### src/rtl/operand_input_conditioner_if.sv
// Operand/button bundle between the switch-and-button front end and the multiplier.
// The master drives the raw inputs; the slave (conditioner) returns the snapshot and pulses.
interface operand_input_conditioner_if #(
    parameter int OP_WIDTH = 4
);
    logic [OP_WIDTH-1:0] a_raw;
    logic [OP_WIDTH-1:0] b_raw;
    logic                load_btn;
    logic                clear_btn;
    logic [OP_WIDTH-1:0] a_q;
    logic [OP_WIDTH-1:0] b_q;
    logic                op_load;
    logic                op_clear;

    modport master (
        output a_raw, b_raw, load_btn, clear_btn,
        input  a_q, b_q, op_load, op_clear
    );

    modport slave (
        input  a_raw, b_raw, load_btn, clear_btn,
        output a_q, b_q, op_load, op_clear
    );
endinterface

### src/rtl/operand_input_conditioner.sv
// Synchronises switches/buttons, debounces LOAD/CLEAR into one-cycle pulses with an operand snapshot.
// Latency DEBOUNCE_CYCLES+2 edges from raw press to pulse; no backpressure, pulses are never held.
module oic_debounce #(
    parameter int DEBOUNCE_CYCLES = 1000000
) (
    input  logic clk,
    input  logic rst,
    input  logic i_sync,
    output logic o_accept
);
    localparam int CNT_WIDTH = $clog2(DEBOUNCE_CYCLES + 1);
    localparam logic [CNT_WIDTH-1:0] CNT_LAST = CNT_WIDTH'(DEBOUNCE_CYCLES - 1);
    localparam logic [CNT_WIDTH-1:0] CNT_ONE  = CNT_WIDTH'(1);

    typedef enum logic [1:0] {IDLE, PRESS, HELD, REL} state_t;

    state_t               r_state;
    state_t               w_state_nxt;
    logic [CNT_WIDTH-1:0] r_cnt;
    logic [CNT_WIDTH-1:0] w_cnt_nxt;

    always_ff @(posedge clk or posedge rst) begin
        if (rst) begin
            r_state <= IDLE;
            r_cnt   <= '0;
        end else begin
            r_state <= w_state_nxt;
            r_cnt   <= w_cnt_nxt;
        end
    end

    // The count never passes CNT_LAST: reaching it always leaves PRESS/REL.
    always_comb begin
        w_state_nxt = r_state;
        w_cnt_nxt   = r_cnt;
        o_accept    = 1'b0;
        case (r_state)
            IDLE: begin
                if (i_sync) begin
                    w_state_nxt = PRESS;
                    w_cnt_nxt   = CNT_ONE;
                end
            end
            PRESS: begin
                if (!i_sync) begin
                    w_state_nxt = IDLE;
                    w_cnt_nxt   = '0;
                end else if (r_cnt == CNT_LAST) begin
                    w_state_nxt = HELD;
                    w_cnt_nxt   = '0;
                    o_accept    = 1'b1;
                end else begin
                    w_cnt_nxt = r_cnt + CNT_ONE;
                end
            end
            HELD: begin
                if (!i_sync) begin
                    w_state_nxt = REL;
                    w_cnt_nxt   = CNT_ONE;
                end
            end
            REL: begin
                if (i_sync) begin
                    w_state_nxt = HELD;
                    w_cnt_nxt   = '0;
                end else if (r_cnt == CNT_LAST) begin
                    w_state_nxt = IDLE;
                    w_cnt_nxt   = '0;
                end else begin
                    w_cnt_nxt = r_cnt + CNT_ONE;
                end
            end
            default: begin
                w_state_nxt = IDLE;
                w_cnt_nxt   = '0;
            end
        endcase
    end
endmodule

module operand_input_conditioner #(
    parameter int OP_WIDTH        = 4,
    parameter int DEBOUNCE_CYCLES = 1000000
) (
    input  logic                       clk,
    input  logic                       rst,
    operand_input_conditioner_if.slave bus
);
    logic [OP_WIDTH-1:0] r_a_s1, r_a_s2;
    logic [OP_WIDTH-1:0] r_b_s1, r_b_s2;
    logic                r_l_s1, r_l_s2;
    logic                r_c_s1, r_c_s2;
    logic [OP_WIDTH-1:0] r_a_q, r_b_q;
    logic                r_op_load, r_op_clear;
    logic                w_load_acc, w_clear_acc;

    always_ff @(posedge clk or posedge rst) begin
        if (rst) begin
            r_a_s1 <= '0;
            r_a_s2 <= '0;
            r_b_s1 <= '0;
            r_b_s2 <= '0;
            r_l_s1 <= 1'b0;
            r_l_s2 <= 1'b0;
            r_c_s1 <= 1'b0;
            r_c_s2 <= 1'b0;
        end else begin
            r_a_s1 <= bus.a_raw;
            r_a_s2 <= r_a_s1;
            r_b_s1 <= bus.b_raw;
            r_b_s2 <= r_b_s1;
            r_l_s1 <= bus.load_btn;
            r_l_s2 <= r_l_s1;
            r_c_s1 <= bus.clear_btn;
            r_c_s2 <= r_c_s1;
        end
    end

    oic_debounce #(.DEBOUNCE_CYCLES(DEBOUNCE_CYCLES)) u_db_load (
        .clk      (clk),
        .rst      (rst),
        .i_sync   (r_l_s2),
        .o_accept (w_load_acc)
    );

    oic_debounce #(.DEBOUNCE_CYCLES(DEBOUNCE_CYCLES)) u_db_clear (
        .clk      (clk),
        .rst      (rst),
        .i_sync   (r_c_s2),
        .o_accept (w_clear_acc)
    );

    // CLEAR dominates; a LOAD accepted in the same cycle is discarded.
    always_ff @(posedge clk or posedge rst) begin
        if (rst) begin
            r_a_q      <= '0;
            r_b_q      <= '0;
            r_op_load  <= 1'b0;
            r_op_clear <= 1'b0;
        end else if (w_clear_acc) begin
            r_a_q      <= '0;
            r_b_q      <= '0;
            r_op_load  <= 1'b0;
            r_op_clear <= 1'b1;
        end else if (w_load_acc) begin
            r_a_q      <= r_a_s2;
            r_b_q      <= r_b_s2;
            r_op_load  <= 1'b1;
            r_op_clear <= 1'b0;
        end else begin
            r_op_load  <= 1'b0;
            r_op_clear <= 1'b0;
        end
    end

    assign bus.a_q      = r_a_q;
    assign bus.b_q      = r_b_q;
    assign bus.op_load  = r_op_load;
    assign bus.op_clear = r_op_clear;
endmodule

### src/flat_wrapper.sv
// flat-port wrapper written by rule: the top's interface ports become plain ports
module operand_input_conditioner_flat 
#(
    parameter int OP_WIDTH        = 4,
    parameter int DEBOUNCE_CYCLES = 1000000
)
  (clk, rst, bus_a_raw, bus_b_raw, bus_load_btn, bus_clear_btn, bus_a_q, bus_b_q, bus_op_load, bus_op_clear);
  operand_input_conditioner_if #(.OP_WIDTH(OP_WIDTH)) bus_i ();
  input  logic clk;
  input  logic rst;
  input wire logic [$bits(bus_i.a_raw)-1:0] bus_a_raw;
  input wire logic [$bits(bus_i.b_raw)-1:0] bus_b_raw;
  input wire logic [$bits(bus_i.load_btn)-1:0] bus_load_btn;
  input wire logic [$bits(bus_i.clear_btn)-1:0] bus_clear_btn;
  output wire logic [$bits(bus_i.a_q)-1:0] bus_a_q;
  output wire logic [$bits(bus_i.b_q)-1:0] bus_b_q;
  output wire logic [$bits(bus_i.op_load)-1:0] bus_op_load;
  output wire logic [$bits(bus_i.op_clear)-1:0] bus_op_clear;
  assign bus_i.a_raw = bus_a_raw;
  assign bus_i.b_raw = bus_b_raw;
  assign bus_i.load_btn = bus_load_btn;
  assign bus_i.clear_btn = bus_clear_btn;
  assign bus_a_q = bus_i.a_q;
  assign bus_b_q = bus_i.b_q;
  assign bus_op_load = bus_i.op_load;
  assign bus_op_clear = bus_i.op_clear;
  operand_input_conditioner #(.OP_WIDTH(OP_WIDTH), .DEBOUNCE_CYCLES(DEBOUNCE_CYCLES)) u_core (.clk(clk), .rst(rst), .bus(bus_i));
endmodule
### config.mk
export PLATFORM = sky130hd
export DESIGN_NAME = operand_input_conditioner_flat
export DESIGN_NICKNAME = d
export VERILOG_FILES = /design/src/rtl/operand_input_conditioner_if.sv /design/src/rtl/operand_input_conditioner.sv /design/src/flat_wrapper.sv
export SDC_FILE = /design/constraint.sdc
export NUM_CORES = 1
export LEC_CHECK = 0
export ABC_AREA = 1
export BUFFER_PORTS_ARGS = -buffer_cell sky130_fd_sc_hd__buf_2
export CORE_MARGIN = 2
export CORE_UTILIZATION = 55
export CTS_CLUSTER_DIAMETER = 40
export CTS_CLUSTER_SIZE = 30
export DETAILED_ROUTE_END_ITERATION = 16
export PLACE_DENSITY_LB_ADDON = 0.05
export SLEW_MARGIN = 20
export SYNTH_ARGS = -nofsm -noshare
export SYNTH_HDL_FRONTEND = slang
export SYNTH_SLANG_ARGS = --single-unit
### constraint.sdc
create_clock -name clk -period 2.6 [get_ports clk]
set_input_delay 0.39 -clock clk [delete_from_list [all_inputs] [get_ports clk]]
set_output_delay 0.39 -clock clk [all_outputs]
set_load 0.1 [all_outputs]
* Word-level counts from Yosys, hierarchy flattened *
Index checks and enable logic that the tools add are counted.

word-level totals
  RAM bits = 0
  bits of input ports = 12
  memories kept = 0
  flip-flop bits (word level) = 74
  bits in latches = 0
  output and inout port bits = 10
  ROM bits = 0

cells by class
  bitwise logic cells = 0
  reduce and logical (&&, ||, !) cells = 7
  order comparisons = 0
  divide/modulo/power cells = 0
  multipliers = 0
  shift-type cells = 0
  eq/ne operators = 16
  add/subtract/negate cells = 2
  multiplexer cells = 39

operator list
  kind                   count
  $mux 20                10
  $pmux 20 s4            2
  $add 20x1->20 const B  2
  $eq 20x20->1 const B   2
  $mux 2                 12
  $mux 4                 4
  $pmux 2 s4             2
  $mux 1                 9
  $eq 2x2->1 const B     4
  $reduce_and 4->1       2
  $ne 3x2->1 const B     2
  $ne 3x3->1 const B     2
  $eq 2x1->1 const B     2
  $logic_not 2->1        2
  $ne 2x1->1 const B     2
  $ne 2x2->1 const B     2
  $reduce_and 2->1       2
  $reduce_bool 2->1      1

* Depth between registers and ports, before layout *
Gate-level depths: netlist of the first run.

  depth in word-level cells = 6
  depth in mapped cells = 10

* Cells and area by module *
Synthesis of the first run repeated with hierarchy kept, for this count alone.

unflattened totals
  cell total of the unflattened synthesis = 512
  area, all modules = 3901.2 um^2

by module, submodules not included
  module                     area an instance (um^2)  cells each  instances  seq. area each (um^2)
  oic_debounce               1506.4                   226         2          550.5
  operand_input_conditioner  888.4                    60          1          750.7

* Worst setup path after synthesis of the first run *
OpenSTA, ideal clock, no wires.

  kind = register to register
  start point = register u_core.u_db_clear.r_cnt[0]
  end point = register u_core.r_a_q[0] (netlist: u_core.bus.a_q[0])
  arrival = 1.442 ns
  stages on the path, launching flop included = 10
  clock period less this slack = 1.565 ns
  required time = 2.477 ns
  setup slack = 1.035 ns
  buffers on the path = 1
  cell sequence = dfrtp_1 ha_1 nand3_2 nor2_4 nand3_2 nor2_4 nand2_4 buf_6 nand3_1 nand2_1

on the way
  cells in the longest elaborated chain, start to end = 5
  elaborated cells between the ends (all ways) = 6
  classes of those cells = eq/ne (1); mux (4); reduce/logical (1)

ends and longest elaborated chain
  what                                         line                              source
  start, declared                              operand_input_conditioner.sv:19   logic [CNT_WIDTH-1:0] r_cnt;
  start signal, assigned                       operand_input_conditioner.sv:28   r_cnt <= w_cnt_nxt;
  $eq 20x20->1 *                               operand_input_conditioner.sv:48   end else if (r_cnt == CNT_LAST) begin
  $mux 1 *                                     operand_input_conditioner.sv:48
  $mux 1 *                                     operand_input_conditioner.sv:45   if (!i_sync) begin
  $mux 1 *                                     operand_input_conditioner.sv:37   case (r_state)
  $mux 4 or $reduce_bool 2->1 (tied branches)  -
  end signal, assigned                         operand_input_conditioner.sv:146  r_a_q <= r_a_s2;
  end, declared                                operand_input_conditioner.sv:93   logic [OP_WIDTH-1:0] r_a_q, r_b_q;

Mark *: on every way between the ends. The rest lies on a longest branch, timed or not.
A chain may end at the register's enable or synchronous reset.

==> reports/results.env, run 1 <==
DESIGN_POWER_TOTAL_uW=2770
FINAL_CRITICAL_PATH_SETUP_SLACK_NS=0.780
SYNTH_CELL_TYPES=26
WORST_EP_REQUIRED_TIME_NS=2.84
CP-END-KIND='flip-flop'
FMAXACHIEVABLE_GHz=0.549
CLOCK_TREE.HTREE_LEVEL_COUNT=3
DIE-HEIGHT_UM=86.8
PATH_CLASS='reg2reg'
CRIT_PATH_MAX_FANOUT=14
LARGEST_NET_DEGREE_AT_THE_START_OF_GLOBAL_ROUTING=48
GRT_SETUP_UNREPAIRED='false'
LAYOUT.CELL_AREA.NON_FILLER_UM2=4150
INITIAL_CORE_UTIL_PCT=56.1
LAYOUT_COMMONEST_CELL='sky130_fd_sc_hd__nand2_1'
FINALSETUPVIOLCOUNT=0
RELSLEWSLACK_PCT=61.3
CTS.SINK_COUNT=74
DRT_ITER0_MARKERS=187
DETAIL_ROUTE.WIRELENGTH_UM=7590
HORIZONTAL_DIE_DIMENSION_UM=86.8
STATUS='finished clean'
HOLD_CLASS='in2async'
ROUTED-VIA-COUNT=3042
POST_SYNTHESIS_CELLS=490
GLOBAL_ROUTE_WIRE_LENGTH_BEFORE_REPAIR_UM=13000
DRIVE_GT1_SHARE_PCT=9.81
NUMCTSBUFFERS=9
GRT_USAGE_PCT=22.4
DIE_AREA_UM2=7530
GRT_PASS1_VIAS=2808
GRT_ANTENNA_BEFORE_REPAIR=0
CTS.ROOT.BUFFER_CELL='sky130_fd_sc_hd__clkbuf_8'
PRE_REPAIR_DR_ITERATION_COUNT=4
FINAL.FILL_COUNT=611
GRT_REMAINING_OVERFLOW=0
DESIGN.CORE.AREA_UM2=6720
MOST_FREQUENT_CELLS_IN_THE_LAYOUT='sky130_fd_sc_hd__nand2_1, sky130_fd_sc_hd__dfrtp_1, sky130_fd_sc_hd__nor2_1, sky130_fd_sc_hd__inv_1, sky130_fd_sc_hd__nand3_1'
YS.FLOP_TYPE='sky130_fd_sc_hd__dfrtp_1'
POST_DRT_VIA_CELL_RATIO=5.07
ARRIVAL_NS=2.06
ANTENNA-DIODE-COUNT=0
HOLD-WORST-SLACK_NS=0.0929
POWER-PER-CELL-AREA_nW_PER_UM2=667
POSTSYNTH.ASYNCRESETSHARE_PCT=100
REG_CLK_SLEW_REPORTED_PATHS_NS=0.09
MAX-VDD-IR-DROP_V=0.000496
TOTALNEGATIVESETUPSLACK_NS=0
AREAGROWTHSYNTHTOFINISH_PCT=10.2
WORST_CLOCK_SKEW_NS=0.0106
YS_FF_LATCH=74
WORST_SETUP_PATH_START_KIND='flip-flop'
MINIMUM_PERIOD_IMPLIED_BY_THE_FINAL_WORST_SETUP_SLACK_NS=1.82
GP_CONGESTION=0.913
POST-DP-HPWL_UM=5540
YOSYS_WARNING_TOTAL=0
NUMBER_OF_MAX_CAP_VIOLATIONS=0
DRC=0
FINAL-MAX-SLEW-VIOLATION-COUNT=0
PLACED_AREA_UM2=3940
FINAL_HOLD_VIOL_COUNT=0
FIN_CRIT_SHARE_PCT=70.0
DRT.ANTENNA.VIOLATING_NETS=0
WL_PER_CELL_UM=12.6
WORST_PIN_SLEW_NS=0.580
MAPPEDNETLISTNETS=504
TOTAL_OF_CELLS_RESIZED_AFTER_CLOCK_TREE_SYNTHESIS=0
MAPPEDNETLISTAREA_UM2=3770
CTS.HOLD.BUFFERS_ADDED=0
FINALNETCOUNT=529
POST_PLACE_SETUP_SLACK_NS=0.789
CTS_BUFFER_DEPTH=2
SYNTH_ENABLE_FLOP_CELLS=0
INSERTION_DELAY_NS=0.35
IO-PIN-COUNT=22
TRITONCTS_CLOCK_TREE='done'
SYNTH-SEQ-AREA-SHARE_PCT=49.2
FP-ROW-COUNT=30
POST-CTS-SETUP-BUFFERS=0
IO_BUFFERS=21
SYN_AVG_CELL_AREA_UM2=7.69
STATIC-LEAKAGE-POWER_uW=0.00199
==> state kept, by name, indices dropped and copies added, names as in the netlist, 4 cells and up, named ones only <==
signal,flops
u_core.r_b_s1,4
u_core.bus.a_q,4
u_core.r_b_s2,4
u_core.r_a_s1,4
u_core.u_db_load.r_cnt,20
u_core.u_db_clear.r_cnt,20
u_core.r_a_s2,4
u_core.bus.b_q,4
==> worst max-delay path, stage by stage (launching register included) <==
cell	delay, ns
sky130_fd_sc_hd__dfrtp_1	0.41
sky130_fd_sc_hd__ha_1	0.25
sky130_fd_sc_hd__nand3_2	0.14
sky130_fd_sc_hd__nor2_4	0.20
sky130_fd_sc_hd__nand3_1	0.12
sky130_fd_sc_hd__nand2_1	0.37
sky130_fd_sc_hd__nand2_1	0.10
sky130_fd_sc_hd__nand2_1	0.08
sky130_fd_sc_hd__nand2_1	0.05
==> cells in the mapped netlist, types with 3 or more instances <==
cell type	number	area share, %
sky130_fd_sc_hd__a21oi_1	3	0.40
sky130_fd_sc_hd__nor2_4	3	0.90
sky130_fd_sc_hd__dfrtp_1	74	49
sky130_fd_sc_hd__o22ai_1	12	2.0
sky130_fd_sc_hd__xor2_1	14	3.3
sky130_fd_sc_hd__nor2_2	3	0.50
sky130_fd_sc_hd__inv_1	52	5.2
sky130_fd_sc_hd__nand2_1	167	17
sky130_fd_sc_hd__nor2_1	62	6.2
sky130_fd_sc_hd__nand3_1	46	6.1
sky130_fd_sc_hd__buf_2	5	0.66
sky130_fd_sc_hd__nand3_2	4	1.1
sky130_fd_sc_hd__nand4_1	11	1.8
sky130_fd_sc_hd__o21ai_0	17	2.3
==> layout make-up <==
class | count | area (um^2) | share of cell area [%]
Clock buffer | 9 | 124 | 2.98
Sequential cell | 74 | 1850 | 44.6
Tap cell | 80 | 100 | 2.41
Inverter | 52 | 195 | 4.70
Multi-Input combinational cell | 356 | 1670 | 40.3
Clock inverter | 7 | 83.8 | 2.02
Timing Repair Buffer | 22 | 125 | 3.01
==> path summary, 6_finish.rpt <==
| kind | to | start | cells after the start | slack, ns |
|---|---|---|---|---|
| setup / recovery | flip-flop | u_core.u_db_clear.r_cnt[0] | 8 | 0.78 |
| hold / removal | u_core.r_b_s1[3] | rst | 2 | 0.09 |
| setup reg to reg | flip-flop | u_core.u_db_clear.r_cnt[0] | 8 | 0.78 |
| hold reg to reg | u_core.r_b_s2[1] | u_core.r_b_s1[1] | 0 | 0.35 |
| max in group asynchronous | u_core.u_db_clear.r_cnt[1] | rst | 3 | 1.85 |
| min in group clk | u_core.r_b_s1[2] | bus_b_raw[2] | 1 | 0.14 |
==> layer usage <==
metal / track usage [%] / wire, um / up-vias
li1: - / - / 1607
met1: 33.5 / 3930 / 1376
met2: 32.8 / 3280 / 55
met3: 4.57 / 321 / 4
met4: 7.24 / 58 / 0
met5: 0 / 0 / -
==> cell families (layout without fill, tap and decap cells) <==
kind of cell    count (synthesis)  in the layout  synth area share, %
compound gates                 36             36                 5.38
xor+xnor                       16             16                 3.72
fa+ha+maj                       2              2                0.664
buf+inv                        60             90                 6.45
flops                          74             74                 49.2
simple gates                  302            302                 34.6
==> report_power, final <==
group | total [uW] | switching, uW | leakage, uW | internal [uW]
registers | 1330 | 93.7 | 0.000973 | 1230
logic | 496 | 365 | 0.000916 | 131
clock network | 943 | 481 | 0.000103 | 462
==> stage by stage <==
stage | std cells | utilization [%]
6_report | 600 | 61.8
5_1_grt | 600 | 61.8
4_1_cts | 600 | 61.8
3_5_place_dp | 584 | 58.7
3_3_place_gp | 584 | 58.7
2_1_floorplan | 490 | -
(Power assumes the default switching activity.)
==> run 2: changes to the inputs <==
clock period = 1.5 ns   (was 2.6 ns; I/O delays follow)
==> reports/results.env, run 2 (synthesis results as in run 1) <==
GRT_REMAINING_OVERFLOW=0  # unchanged
ARRIVAL_NS=1.85  # -0.21 ns
GRT_SETUP_UNREPAIRED='true'
FP-ROW-COUNT=30  # unchanged
POST_PLACE_SETUP_SLACK_NS=-0.0554  # -0.844 ns
REGTOREGENDPOINT='u_core.u_db_load.r_cnt[11]'
HOLD_CLASS='reg2reg'
CTS_BUFFER_DEPTH=2  # unchanged
GP_CONGESTION=0.891  # -2.4%
DIE_AREA_UM2=7530  # unchanged
DRC=0  # unchanged
PRE_REPAIR_DR_ITERATION_COUNT=5  # +1
WL_PER_CELL_UM=13.3  # +5.4%
REG_CLK_SLEW_REPORTED_PATHS_NS=0.09  # about the same
UTILIZATION_PCT=73.0  # +11 points
WORST_R2R_STARTPOINT='u_core.u_db_load.r_cnt[0]'
NUMBER_OF_MAX_CAP_VIOLATIONS=0  # unchanged
IO_BUFFERS=21  # unchanged
DESIGN_POWER_TOTAL_uW=5490  # +98%
POST_DRT_VIA_CELL_RATIO=5.09  # +0.41%
DIE-HEIGHT_UM=86.8  # unchanged
DESIGN.CORE.AREA_UM2=6720  # unchanged
CRIT_PATH_MAX_FANOUT=3  # -11
FINAL.FILL_COUNT=518  # -15%
FMAXACHIEVABLE_GHz=0.627  # +14%
GRT_USAGE_PCT=25.3  # +2.9 points
PLACED_AREA_UM2=4360  # +11%
DRIVE_GT1_SHARE_PCT=24.2  # +14 points
WORST_PIN_SLEW_NS=0.493  # -0.0870 ns
INSERTION_DELAY_NS=0.36  # about the same
MINIMUM_PERIOD_IMPLIED_BY_THE_FINAL_WORST_SETUP_SLACK_NS=1.59  # -0.225 ns
CP-END-KIND='flip-flop'
DETAIL_ROUTE.WIRELENGTH_UM=8950  # +18%
REG2REG_DEPTH=8  # unchanged
FIN_CRIT_SHARE_PCT=106  # +36 points
INITIAL_CORE_UTIL_PCT=56.1  # unchanged
FINALSETUPVIOLCOUNT=26  # +26
NUMCTSBUFFERS=9  # unchanged
WORST_EP_REQUIRED_TIME_NS=1.76  # -1.08 ns
WORST_CLOCK_SKEW_NS=0.0152  # +0.00463 ns
CTS.SINK_COUNT=74  # unchanged
MAX-VDD-IR-DROP_V=0.000822  # +66%
VIOLATIONS='negative setup slack'
TRITONCTS_CLOCK_TREE='done'
DRT_ITER0_MARKERS=210  # +12%
LARGEST_NET_DEGREE_AT_THE_START_OF_GLOBAL_ROUTING=75  # +56%
IO-PIN-COUNT=22  # unchanged
POST-DP-HPWL_UM=6110  # +10%
FINAL_HOLD_VIOL_COUNT=0  # unchanged
RELSLEWSLACK_PCT=67.3  # +6.1 points
CTS.ROOT.BUFFER_CELL='sky130_fd_sc_hd__clkbuf_8'
GRT_PASS1_VIAS=3194  # +14%
DRT.ANTENNA.VIOLATING_NETS=0  # unchanged
BIGGESTREGSBYFLOPS='u_core.u_db_clear.r_cnt x20, u_core.u_db_load.r_cnt x20'
WORST_SETUP_PATH_START_KIND='flip-flop'
ANTENNA-DIODE-COUNT=0  # unchanged
TIMING.HOLD.WORST_PATH_DEPTH=0
GLOBAL_ROUTE_WIRE_LENGTH_BEFORE_REPAIR_UM=14700  # +13%
FINAL-MAX-SLEW-VIOLATION-COUNT=0  # unchanged
MIN_FROM='u_core.r_b_s1[3]'
PATH_CLASS='reg2reg'
HORIZONTAL_DIE_DIMENSION_UM=86.8  # unchanged
FINALNETCOUNT=601  # +14%
STATUS='finished, violations left'
ROUTED-VIA-COUNT=3421  # +12%
LAYOUT_COMMONEST_CELL='sky130_fd_sc_hd__nand2_1'
GRT_ANTENNA_BEFORE_REPAIR=0  # unchanged
MOST_FREQUENT_CELLS_IN_THE_LAYOUT='sky130_fd_sc_hd__nand2_1, sky130_fd_sc_hd__dfrtp_1, sky130_fd_sc_hd__nor2_1, sky130_fd_sc_hd__buf_4, sky130_fd_sc_hd__inv_1'
MIN_TO='u_core.r_b_s2[3]'
LAYOUT.CELL_AREA.NON_FILLER_UM2=4900  # +18%
REG2REG_SETUP_SLACK_NS=-0.09  # -0.87 ns
AREAGROWTHSYNTHTOFINISH_PCT=30.2
STATIC-LEAKAGE-POWER_uW=0.00236  # +19%
CLOCK_TREE.HTREE_LEVEL_COUNT=3  # unchanged
FINAL_CRITICAL_PATH_SETUP_SLACK_NS=-0.0948  # -0.875 ns
POWER-PER-CELL-AREA_nW_PER_UM2=1120  # +68%
WORST_SETUP_PATH_STARTPOINT='u_core.u_db_load.r_cnt[0]'
-- run 2: changes by cell type in the layout (fill, tap and decap cells not counted), moves of 6 or more --
cell,before,now
sky130_fd_sc_hd__dlygate4sd3_1,0,11
sky130_fd_sc_hd__buf_4,0,54
sky130_fd_sc_hd__o21ai_0,17,11
sky130_fd_sc_hd__nand3_2,4,15
sky130_fd_sc_hd__nand3_1,46,34
-- run 2: through the flow --
stage	setup TNS [ns]	hold slack, ns	cells
after global routing	-3.11	0.362	672
final	-0.896	0.356	672
after detailed placement	-0.322	0.334	637
after floorplan	-0.438	0.256	490
after CTS	-0.0265	0.357	667
after global placement	0	0.332	637
-- run 2: worst max path at each step --
stage / end / slack [ns]
after detailed placement: u_core.bus.a_q[3] / -0.06
final: u_core.u_db_load.r_cnt[11] / -0.09
after CTS: u_core.u_db_load.r_cnt[13] / -0.02
after global placement: u_core.u_db_load.r_cnt[9] / 0.02
after floorplan: u_core.bus.a_q[0] / -0.05
after global routing: u_core.u_db_load.r_cnt[11] / -0.13
-- run 2: worst max-delay path: stages (launching register included) --
cell and delay, ns:
sky130_fd_sc_hd__dfrtp_1 0.39, sky130_fd_sc_hd__buf_4 0.13, sky130_fd_sc_hd__inv_1 0.06, sky130_fd_sc_hd__nor2_2 0.19, sky130_fd_sc_hd__nand2_1 0.17, sky130_fd_sc_hd__o21ai_0 0.28, sky130_fd_sc_hd__nand2_1 0.14, sky130_fd_sc_hd__nand2_4 0.09
sky130_fd_sc_hd__o21ai_2 0.04
-- run 2: area by class of cell --
| type | instances | area, um^2 | area share, % |
|---|---|---|---|
| clock buffers | 9 | 124 | 2.53 |
| clock inverters | 7 | 83.8 | 1.71 |
| inverters | 52 | 199 | 4.06 |
| multi-input cells | 356 | 1810 | 36.9 |
| flip-flops and latches | 74 | 1860 | 37.8 |
| well taps | 80 | 100 | 2.04 |
| repair buffers | 94 | 733 | 15.0 |
-- run 2: routing by layer --
layer  up-vias  wire (um)  track usage [%]
met5         -          0                0
met4         0        107             8.81
met3        10        455             5.90
met2        68       4000             36.0
met1      1587       4390             38.0
li1       1756          -                -
-- run 2: repair_timing --
item / CTS / global route
setup buffers: 3 / 4
resized for setup: 9 / 37
gates cloned: 0 / 1
endpoints found under the hold margin: 68 / 0
hold buffers: 11 / 0
endpoints found under the setup margin: 29 / 48
pin swaps: 0 / 6
-- run 2: report_power, final --
part | switching [uW] | internal, uW
combinational | 880 | 690
clock | 836 | 803
sequential | 138 | 2140
